**config.mk**
```make
export PLATFORM = sky130hd
export DESIGN_NAME = gerenciador_tiros_param_flat
export DESIGN_NICKNAME = d
export VERILOG_FILES = /design/src/rtl/gerenciador_tiros_param_if.sv /design/src/rtl/gerenciador_tiros_param.sv /design/src/flat_wrapper.sv
export SDC_FILE = /design/constraint.sdc
export NUM_CORES = 1
export LEC_CHECK = 0
export ABC_AREA = 1
export ABC_CLOCK_PERIOD_IN_PS = 8550
export CAP_MARGIN = 20
export CORE_MARGIN = 2
export CORE_UTILIZATION = 43
export DETAILED_ROUTE_END_ITERATION = 16
export PLACE_DENSITY_LB_ADDON = 0.05
export SYNTH_ARGS = -nofsm -noshare
export SYNTH_HDL_FRONTEND = slang
export SYNTH_SLANG_ARGS = --single-unit
```
**constraint.sdc**
```tcl
create_clock -name clock -period 8.55 [get_ports clock]
set_input_delay 0.855 -clock clock [delete_from_list [all_inputs] [get_ports clock]]
set_output_delay 0.855 -clock clock [all_outputs]
set_load 0.03 [all_outputs]
```
**src/rtl/gerenciador_tiros_param_if.sv**
```systemverilog
// Request/response bundle of the shot manager: commands, ship position,
// slot read port and status flags.
interface gerenciador_tiros_param_if #(
    parameter int unsigned IDX_W   = 3,
    parameter int unsigned COORD_W = 4
);
    logic               iniciar;
    logic               tiro;
    logic [1:0]         direcao;
    logic [COORD_W-1:0] nave_x;
    logic [COORD_W-1:0] nave_y;
    logic               mover;
    logic               remover;
    logic [IDX_W-1:0]   remover_idx;
    logic [IDX_W-1:0]   consulta_idx;
    logic [COORD_W-1:0] consulta_x;
    logic [COORD_W-1:0] consulta_y;
    logic               consulta_valido;
    logic [IDX_W:0]     num_tiros;
    logic               cheio;
    logic               pronto;
    logic               descartado;
    logic [3:0]         db_estado;

    modport master (
        output iniciar, tiro, direcao, nave_x, nave_y, mover, remover,
               remover_idx, consulta_idx,
        input  consulta_x, consulta_y, consulta_valido, num_tiros, cheio,
               pronto, descartado, db_estado
    );

    modport slave (
        input  iniciar, tiro, direcao, nave_x, nave_y, mover, remover,
               remover_idx, consulta_idx,
        output consulta_x, consulta_y, consulta_valido, num_tiros, cheio,
               pronto, descartado, db_estado
    );
endinterface

```
**src/rtl/gerenciador_tiros_param.sv**
```systemverilog
// Shot manager: table of 2**IDX_W shots on a 2**COORD_W square grid.
// Optional macro TIROS_WRAP_EN: shots leaving the grid wrap around instead
// of being invalidated.
module gerenciador_tiros_param #(
    parameter int unsigned IDX_W   = 3,
    parameter int unsigned COORD_W = 4
) (
    input  logic                       clock,
    input  logic                       reset,
    gerenciador_tiros_param_if.slave   bus
);
    localparam int unsigned N     = 2 ** IDX_W;
    localparam int unsigned CNT_W = IDX_W + 1;

    localparam logic [2:0] INICIAL  = 3'd0;
    localparam logic [2:0] ESPERA   = 3'd1;
    localparam logic [2:0] REGISTRA = 3'd2;
    localparam logic [2:0] MOVE     = 3'd3;
    localparam logic [2:0] FIM      = 3'd4;

    logic [2:0]         r_estado;
    logic [N-1:0]       r_valid;
    logic [COORD_W-1:0] r_x   [N];
    logic [COORD_W-1:0] r_y   [N];
    logic [1:0]         r_dir [N];
    logic [1:0]         r_lat_dir;
    logic [COORD_W-1:0] r_lat_x;
    logic [COORD_W-1:0] r_lat_y;
    logic [IDX_W-1:0]   r_idx;
    logic               r_pronto;
    logic               r_descartado;

    logic [2:0]         w_prox;
    logic               w_limpa;
    logic               w_remove;
    logic               w_lat;
    logic               w_grava;
    logic               w_descarta;
    logic               w_zera_idx;
    logic               w_passo;
    logic               w_tem_livre;
    logic [IDX_W-1:0]   w_livre_idx;
    logic [COORD_W-1:0] w_novo_x;
    logic [COORD_W-1:0] w_novo_y;
    logic               w_sai;
    logic [CNT_W-1:0]   w_num;

    // Lowest-index free slot for the next registered shot
    always_comb begin
        w_tem_livre = 1'b0;
        w_livre_idx = '0;
        for (int i = N - 1; i >= 0; i--) begin
            if (!r_valid[i]) begin
                w_tem_livre = 1'b1;
                w_livre_idx = IDX_W'(i);
            end
        end
    end

    // One-cell step of the slot under the move scan, with grid-exit detect
    always_comb begin
        w_novo_x = r_x[r_idx];
        w_novo_y = r_y[r_idx];
        w_sai    = 1'b0;
        case (r_dir[r_idx])
            2'b00: begin
                w_novo_y = r_y[r_idx] + COORD_W'(1);
                w_sai    = (r_y[r_idx] == '1);
            end
            2'b01: begin
                w_novo_x = r_x[r_idx] + COORD_W'(1);
                w_sai    = (r_x[r_idx] == '1);
            end
            2'b10: begin
                w_novo_y = r_y[r_idx] - COORD_W'(1);
                w_sai    = (r_y[r_idx] == '0);
            end
            default: begin
                w_novo_x = r_x[r_idx] - COORD_W'(1);
                w_sai    = (r_x[r_idx] == '0);
            end
        endcase
    end

    // Next state and datapath controls; requests only honoured in ESPERA
    always_comb begin
        w_prox     = r_estado;
        w_limpa    = 1'b0;
        w_remove   = 1'b0;
        w_lat      = 1'b0;
        w_grava    = 1'b0;
        w_descarta = 1'b0;
        w_zera_idx = 1'b0;
        w_passo    = 1'b0;
        case (r_estado)
            INICIAL: begin
                if (bus.iniciar) begin
                    w_limpa = 1'b1;
                    w_prox  = ESPERA;
                end
            end
            ESPERA: begin
                if (bus.iniciar) begin
                    w_limpa = 1'b1;
                end else if (bus.remover) begin
                    w_remove = 1'b1;
                end else if (bus.tiro) begin
                    w_lat  = 1'b1;
                    w_prox = REGISTRA;
                end else if (bus.mover) begin
                    w_zera_idx = 1'b1;
                    w_prox     = MOVE;
                end
            end
            REGISTRA: begin
                w_grava    = w_tem_livre;
                w_descarta = !w_tem_livre;
                w_prox     = FIM;
            end
            MOVE: begin
                w_passo = 1'b1;
                if (r_idx == IDX_W'(N - 1)) begin
                    w_prox = FIM;
                end
            end
            FIM: begin
                w_prox = ESPERA;
            end
            default: begin
                w_prox = INICIAL;
            end
        endcase
    end

    // State register
    always_ff @(posedge clock) begin
        if (!reset) begin
            r_estado <= INICIAL;
        end else begin
            r_estado <= w_prox;
        end
    end

    // Slot table, latched request, scan index and pulse outputs
    always_ff @(posedge clock) begin
        if (!reset) begin
            r_valid      <= '0;
            r_lat_dir    <= '0;
            r_lat_x      <= '0;
            r_lat_y      <= '0;
            r_idx        <= '0;
            r_pronto     <= 1'b0;
            r_descartado <= 1'b0;
            for (int i = 0; i < N; i++) begin
                r_x[i]   <= '0;
                r_y[i]   <= '0;
                r_dir[i] <= '0;
            end
        end else begin
            r_pronto     <= (w_prox == FIM);
            r_descartado <= w_descarta;
            if (w_limpa) begin
                r_valid <= '0;
            end
            if (w_remove) begin
                r_valid[bus.remover_idx] <= 1'b0;
            end
            if (w_lat) begin
                r_lat_dir <= bus.direcao;
                r_lat_x   <= bus.nave_x;
                r_lat_y   <= bus.nave_y;
            end
            if (w_grava) begin
                r_valid[w_livre_idx] <= 1'b1;
                r_x[w_livre_idx]     <= r_lat_x;
                r_y[w_livre_idx]     <= r_lat_y;
                r_dir[w_livre_idx]   <= r_lat_dir;
            end
            if (w_zera_idx) begin
                r_idx <= '0;
            end
            if (w_passo) begin
                r_idx <= r_idx + IDX_W'(1);
                if (r_valid[r_idx]) begin
`ifdef TIROS_WRAP_EN
                    r_x[r_idx] <= w_novo_x;
                    r_y[r_idx] <= w_novo_y;
`else
                    if (w_sai) begin
                        r_valid[r_idx] <= 1'b0;
                    end else begin
                        r_x[r_idx] <= w_novo_x;
                        r_y[r_idx] <= w_novo_y;
                    end
`endif
                end
            end
        end
    end

    // Population count of valid slots, following the registered table
    always_comb begin
        w_num = '0;
        for (int i = 0; i < N; i++) begin
            w_num = w_num + CNT_W'(r_valid[i]);
        end
    end

    assign bus.consulta_x      = r_x[bus.consulta_idx];
    assign bus.consulta_y      = r_y[bus.consulta_idx];
    assign bus.consulta_valido = r_valid[bus.consulta_idx];
    assign bus.num_tiros       = w_num;
    assign bus.cheio           = (w_num == CNT_W'(N));
    assign bus.pronto          = r_pronto;
    assign bus.descartado      = r_descartado;
    assign bus.db_estado       = {1'b0, r_estado};
endmodule

```
**src/flat_wrapper.sv**
```systemverilog
// flat-port wrapper written by rule: the top's interface ports become plain ports
module gerenciador_tiros_param_flat 
#(
    parameter int unsigned IDX_W   = 3,
    parameter int unsigned COORD_W = 4
)
  (clock, reset, bus_iniciar, bus_tiro, bus_direcao, bus_nave_x, bus_nave_y, bus_mover, bus_remover, bus_remover_idx, bus_consulta_idx, bus_consulta_x, bus_consulta_y, bus_consulta_valido, bus_num_tiros, bus_cheio, bus_pronto, bus_descartado, bus_db_estado);
  gerenciador_tiros_param_if #(.IDX_W(IDX_W), .COORD_W(COORD_W)) bus_i ();
  input  logic clock;
  input  logic reset;
  input wire logic [$bits(bus_i.iniciar)-1:0] bus_iniciar;
  input wire logic [$bits(bus_i.tiro)-1:0] bus_tiro;
  input wire logic [$bits(bus_i.direcao)-1:0] bus_direcao;
  input wire logic [$bits(bus_i.nave_x)-1:0] bus_nave_x;
  input wire logic [$bits(bus_i.nave_y)-1:0] bus_nave_y;
  input wire logic [$bits(bus_i.mover)-1:0] bus_mover;
  input wire logic [$bits(bus_i.remover)-1:0] bus_remover;
  input wire logic [$bits(bus_i.remover_idx)-1:0] bus_remover_idx;
  input wire logic [$bits(bus_i.consulta_idx)-1:0] bus_consulta_idx;
  output wire logic [$bits(bus_i.consulta_x)-1:0] bus_consulta_x;
  output wire logic [$bits(bus_i.consulta_y)-1:0] bus_consulta_y;
  output wire logic [$bits(bus_i.consulta_valido)-1:0] bus_consulta_valido;
  output wire logic [$bits(bus_i.num_tiros)-1:0] bus_num_tiros;
  output wire logic [$bits(bus_i.cheio)-1:0] bus_cheio;
  output wire logic [$bits(bus_i.pronto)-1:0] bus_pronto;
  output wire logic [$bits(bus_i.descartado)-1:0] bus_descartado;
  output wire logic [$bits(bus_i.db_estado)-1:0] bus_db_estado;
  assign bus_i.iniciar = bus_iniciar;
  assign bus_i.tiro = bus_tiro;
  assign bus_i.direcao = bus_direcao;
  assign bus_i.nave_x = bus_nave_x;
  assign bus_i.nave_y = bus_nave_y;
  assign bus_i.mover = bus_mover;
  assign bus_i.remover = bus_remover;
  assign bus_i.remover_idx = bus_remover_idx;
  assign bus_i.consulta_idx = bus_consulta_idx;
  assign bus_consulta_x = bus_i.consulta_x;
  assign bus_consulta_y = bus_i.consulta_y;
  assign bus_consulta_valido = bus_i.consulta_valido;
  assign bus_num_tiros = bus_i.num_tiros;
  assign bus_cheio = bus_i.cheio;
  assign bus_pronto = bus_i.pronto;
  assign bus_descartado = bus_i.descartado;
  assign bus_db_estado = bus_i.db_estado;
  gerenciador_tiros_param #(.IDX_W(IDX_W), .COORD_W(COORD_W)) u_core (.clock(clock), .reset(reset), .bus(bus_i));
endmodule
```
Word-level counts from Yosys, hierarchy flattened:

Memories as Yosys holds them, arrays and structs flattened. A register that Yosys moved wholly into a read port is not among the register bits.
Index checks and enable logic that the tools add are counted.

* register bits after elaboration: 26
* bits in writable memories: 80
* input port bits: 22
* output and inout port bits: 20
* logic and storage cells: 156
* memories: 3

Memories
* u_core.r_x: depth 8, bits a word 4, rd ports 2, clocked after Yosys merged registers in 1, write ports 8, line gerenciador_tiros_param.sv:23 `logic [COORD_W-1:0] r_x [N];`
* u_core.r_y: depth 8, bits a word 4, rd ports 2, clocked after Yosys merged registers in 1, write ports 8, line gerenciador_tiros_param.sv:24 `logic [COORD_W-1:0] r_y [N];`
* u_core.r_dir: depth 8, bits a word 2, rd ports 1, clocked after Yosys merged registers in 1, write ports 8, line gerenciador_tiros_param.sv:25 `logic [1:0] r_dir [N];`

* add/sub/neg operators: 12
* order comparisons: 7
* equality and inequality tests: 11
* multiplexer cells: 93
* bitwise gates (word level): 5
* reductions and logical operators: 17

Operator list (number)
* 3-bit 2-to-1 mux: 27
* 8-bit 2-to-1 mux: 9
* 1-bit 2-to-1 mux: 43
* 4-bit by 1-bit adder with 4-bit output: 6
* 8-bit AND: 2
* 3-bit by 4-bit < comparator with 1-bit output, second input constant: 4
* 4-bit 2-to-1 mux: 4
* 8-bit inverter: 2
* 4-bit one-hot mux with 2 select lines: 2
* 4-bit OR reduction: 4
* 3-bit one-hot mux with 5 select lines: 1
* 4-bit equality test, second input constant: 3
* 1-bit demux with 3-bit select: 3
* 3-bit equality test, second input constant: 3
* 3-bit by 1-bit >= comparator with 1-bit output, second input constant: 3
* 4-bit by 1-bit adder with 4-bit output, second input constant: 2
* 4-bit zero test: 2
* 8-bit bitwise OR: 1
* 4-bit by 1-bit subtractor with 4-bit output, second input constant: 2
* 1-bit binary-select mux with 3-bit select: 2
* 3-bit by 2-bit equality test with 1-bit output, second input constant: 2
* 2-bit OR reduction: 3
* 3-bit by 1-bit adder with 3-bit output, second input constant: 1
* 3-bit by 1-bit equality test with 1-bit output, second input constant: 1
* other kinds (11): 13

Depth between registers and ports, before layout:

* depth after elaboration: 19
* gate-level depth with buffers: 18

Least setup slack after synthesis:

Ideal clock, no wire load.

* path kind: reg2out
* from: register u_core.r_valid[0]
* to: output bus_cheio
* arrival: 4.186 ns
* setup slack: 3.509 ns
* cell stages (with the launch flop): 11
* path through: dfxtp_1 -> ha_1 -> inv_1 -> fa_1 -> fa_1 -> inv_1 -> fa_1 -> inv_1 -> fa_1 -> xnor2_1 -> a2111oi_0

* word-level cells in the longest chain between the ends: 8

RTL lines
* start, declared: line gerenciador_tiros_param.sv:22 `logic [N-1:0] r_valid;`
* start signal, assigned: line gerenciador_tiros_param.sv:147 `r_valid <= '0;`
* start signal, assigned: line gerenciador_tiros_param.sv:163 `r_valid <= '0;`
* start signal, assigned by index: line gerenciador_tiros_param.sv:166 `r_valid[bus.remover_idx] <= 1'b0;`
* 1-bit by 1-bit adder with 2-bit output: line gerenciador_tiros_param.sv:205 `w_num = w_num + CNT_W'(r_valid[i]);`
* 4-bit by 1-bit adder with 4-bit output (6 in a row): line gerenciador_tiros_param.sv:205
* named net bus_num_tiros[2]: line flat_wrapper.sv:23 `output wire logic [$bits(bus_i.num_tiros)-1:0] bus_num_tiros;`
* 4-bit equality test: line gerenciador_tiros_param.sv:213 `assign bus.cheio = (w_num == CNT_W'(N));`
* end, declared: line flat_wrapper.sv:24 `output wire logic [$bits(bus_i.cheio)-1:0] bus_cheio;`

The timed path passes the listed nets, and every way through them passes these cells.

Worst setup path in the final report:

* from: register u_core.r_valid[0]
* to: output bus_cheio

* word-level cells in the longest chain between the ends: 8

RTL lines (line)
* 1-bit by 1-bit adder with 2-bit output: gerenciador_tiros_param.sv:205
* 4-bit by 1-bit adder with 4-bit output (6 in a row): gerenciador_tiros_param.sv:205
* 4-bit equality test: gerenciador_tiros_param.sv:213

No other way between the ends.

==> flow_summary_export.csv <==
group,metric,value,unit
setup_path,arrival,4020,ps
floorplan,pin_count,42,
floorplan,die-area,0.0169,mm^2
setup_path,end_kind,"output pin",
synth,yosysMostFrequentCell,"nand2_1",
cts,htree_levels,3,
power,p_comb_share,11.6,%
synth,synth_xor_area_share,0.512,%
routing,vias_per_cell,5.22,
routing,final_antenna_net_count,0,
floorplan,std_cell_rows,46,
power,sw_frac_of_total,27.1,%
sta,relSlewSlack,42.5,%
synth,yosysWarnings,0,
power,p_per_area,150,mW/mm^2
cts,cts_resized,0,
hold_path,hold_path_depth,2,
routing,via_count,5945,
setup_path,start_kind,"flip-flop",
synth,syn_inst,896,
power,pwr-share-seq,51.5,%
cts,cts_root_buf,"clkbuf_16",
global_route,grt_usage,23.1,%
synth,synth_area,0.00684,mm^2
sta,finalCritPeriodShare,57.0,%
sta,timing.final.hold_violations,0,
setup_path,path_class,"reg -> out",
sta,grt_setup_unrepaired,"false",
synth,yosys.area_share.simple,30.5,%
floorplan,die_y,130,um
power,p_sw,309,uW
sta,worst_pin_slew,860,ps
floorplan,start_util,43.5,%
sta,fmax,0.205,GHz
routing,routed_wl,18600,um
finish,num_antenna_cells,0,
sta,fin_tns_setup,0,ps
cts,cts_buffer_depth,2,
power,irDropWorstVdd,84.5,uV
routing,drt_iter0_drc,341,
power,total_power,1140,uW
finish,layoutNonFillerInstCount,1138,
finish,drive_gt1_share,7.38,%
run,drv_cap,0,
synth,synth-edff-count,80,
routing,first_pass_iters,4,
cts,cts_buffers,9,
global_route,grt_pass1_vias,5815,
sta,min_period,4870,ps
power,leakage,0.00318,uW
synth,synth.top_cells.by_area,"edfxtp_1 (35%), nand2_1 (11%), dfxtp_1 (8.5%), nor2_1 (7.5%), inv_1 (6.8%)",
sta,final_max_slew_viol_count,0,
global_route,grt_pass1_wl,29700,um
global_route,grt_max_degree,49,
placed_design,gp_congestion,0.899,
cts,cts_tree,"done",
synth,syn-num-nets,931,
synth,synth_top_family_by_area,"simple AND/OR/NAND/NOR gates",
synth,yosysTopAreaCellShare,35.1,%
synth,synth_compound_area_share,12.0,%
sta,setup_slack,3680,ps
routing,routedWlPerCell,16.3,um
synth,yosys.cell_types.count,42,
synth,synth_common_cells,"nand2_1 (194), nor2_1 (137), inv_1 (124)",
finish,nFillCells,1576,
floorplan,fp.dieW,130,um
synth,synth_fa_ha_area_share,2.93,%
synth,yosys-mux-area-fraction,0,%
finish,multi_input_comb_area,0.00315,mm^2
global_route,gr-total-overflow,0,
cts,cts_hold_buf,0,
finish,fin_area,0.00763,mm^2
finish,area_growth,11.5,%
setup_path,rr_worst_depth,17,
run_status,outcome,"completed",
placed_design,dp.cells,1122,
power,p_int,832,uW
cts,clock_sinks,109,
finish,regArea,0.00298,mm^2
setup_path,cp.required,7700,ps
synth,ys_seq_area_share,43.6,%
placed_design,postPlaceCellArea,0.00734,mm^2
sta,finalClockSkew,10.0,ps
cts,clk-insertion-delay-late,350,ps
power,clock_power_share,36.9,%
placed_design,io_buffers,40,
synth,synth-async-reset-ratio,0,%
floorplan,fp.coreArea,0.0157,mm^2
routing,drc,0,
placed_design,preCtsSetupSlack,3880,ps
setup_path,critPathMaxFanout,6,
global_route,antenna_found_initial,0,
synth,synth-seq-cells,109,
synth,synthFlopType,"edfxtp_1",
finish,nets,952,
hold_path,hp-class,"reg -> reg",
cts,clk_pin_slew,80,ps
placed_design,dp_hpwl,13900,um
synth,synth.avg_cell_area,7.63,um^2
synth,yosysTopAreaCell,"edfxtp_1",
setup_path,rrSetupSlack,4700,ps
sta,setup_violations,0,
cts,cts_setup_buffers,0,
-- registers in the layout, summed over array words and instances, names as in the netlist, named ones only --
register               count
u_core.r_lat_dir           2
u_core.r_valid             8
u_core.r_lat_y             4
u_core.r_x                32
u_core.r_lat_x             4
u_core.r_estado            3
u_core.r_y                32
u_core.bus.pronto          1
u_core.bus.descartado      1
u_core.r_dir              16
u_core.r_idx               3
-- power by group through the flow --
stage / combinational [uW] / sequential [uW] / clock [uW]
after detailed placement: 131 / 600 / 0
final: 132 / 588 / 421
after global routing: 146 / 589 / 449
after CTS: 132 / 588 / 428
after global placement: 129 / 600 / 0
after floorplan: 88.2 / 599 / 0
-- through the flow --
step	utilization, %	hold slack, ps
after detailed placement	46.7	471
after CTS	48.5	490
final	48.5	486
after floorplan	-	447
after global routing	48.5	523
after global placement	46.7	464
-- kinds of logic after synthesis --
kind of cell / count (synthesis)
xor+xnor: 4
buf+inv: 169
simple gates: 466
fa+ha+maj: 13
compound gates: 134
flops: 109
other cells: 1
-- path summary, 6_finish.rpt --
path,start,endpoint
worst max-delay path,u_core.r_valid[0],bus_cheio
worst min-delay path,u_core.r_lat_y[2],u_core.r_lat_y[2]
worst max register to register,flip-flop,u_core.r_y[3][0]
worst min register to register,u_core.r_lat_y[2],u_core.r_lat_y[2]
-- area by class of cell --
cell class,instances,share of cell area (%)
Multi-Input combinational cell,618,41.2
Clock buffer,9,2.95
Tap cell,216,3.54
Timing Repair Buffer,44,5.64
Sequential cell,109,39.1
Clock inverter,7,0.869
Inverter,135,6.64
-- critical path, stage by stage, from the launching register on --
cell and delay (ps):
dfxtp_1 370, ha_1 300, inv_1 50, fa_1 500
fa_1 480, inv_1 90, fa_1 190, inv_1 60
fa_1 470, inv_1 50, a2111oi_0 360, clkdlybuf4s50_1 750
-- layer usage --
layer	track usage [%]	routed length [um]
met5	0	0
met4	11.3	687
met2	41.5	9510
met1	27.5	7930
met3	2.54	433
-- cells in the final DEF (no fill, tap or decap), drive strengths merged, types with 8 or more instances in the layout --
cell type,count
nand2,211
nor2,146
inv,134
nand3,89
edfxtp,80
o21ai,61
a21oi,41
clkdlybuf4s50,40
dfxtp,29
a31oi,9
clkbuf,9
nor3,9
ha,8
Note: power is estimated with default switching activity, not from simulation.
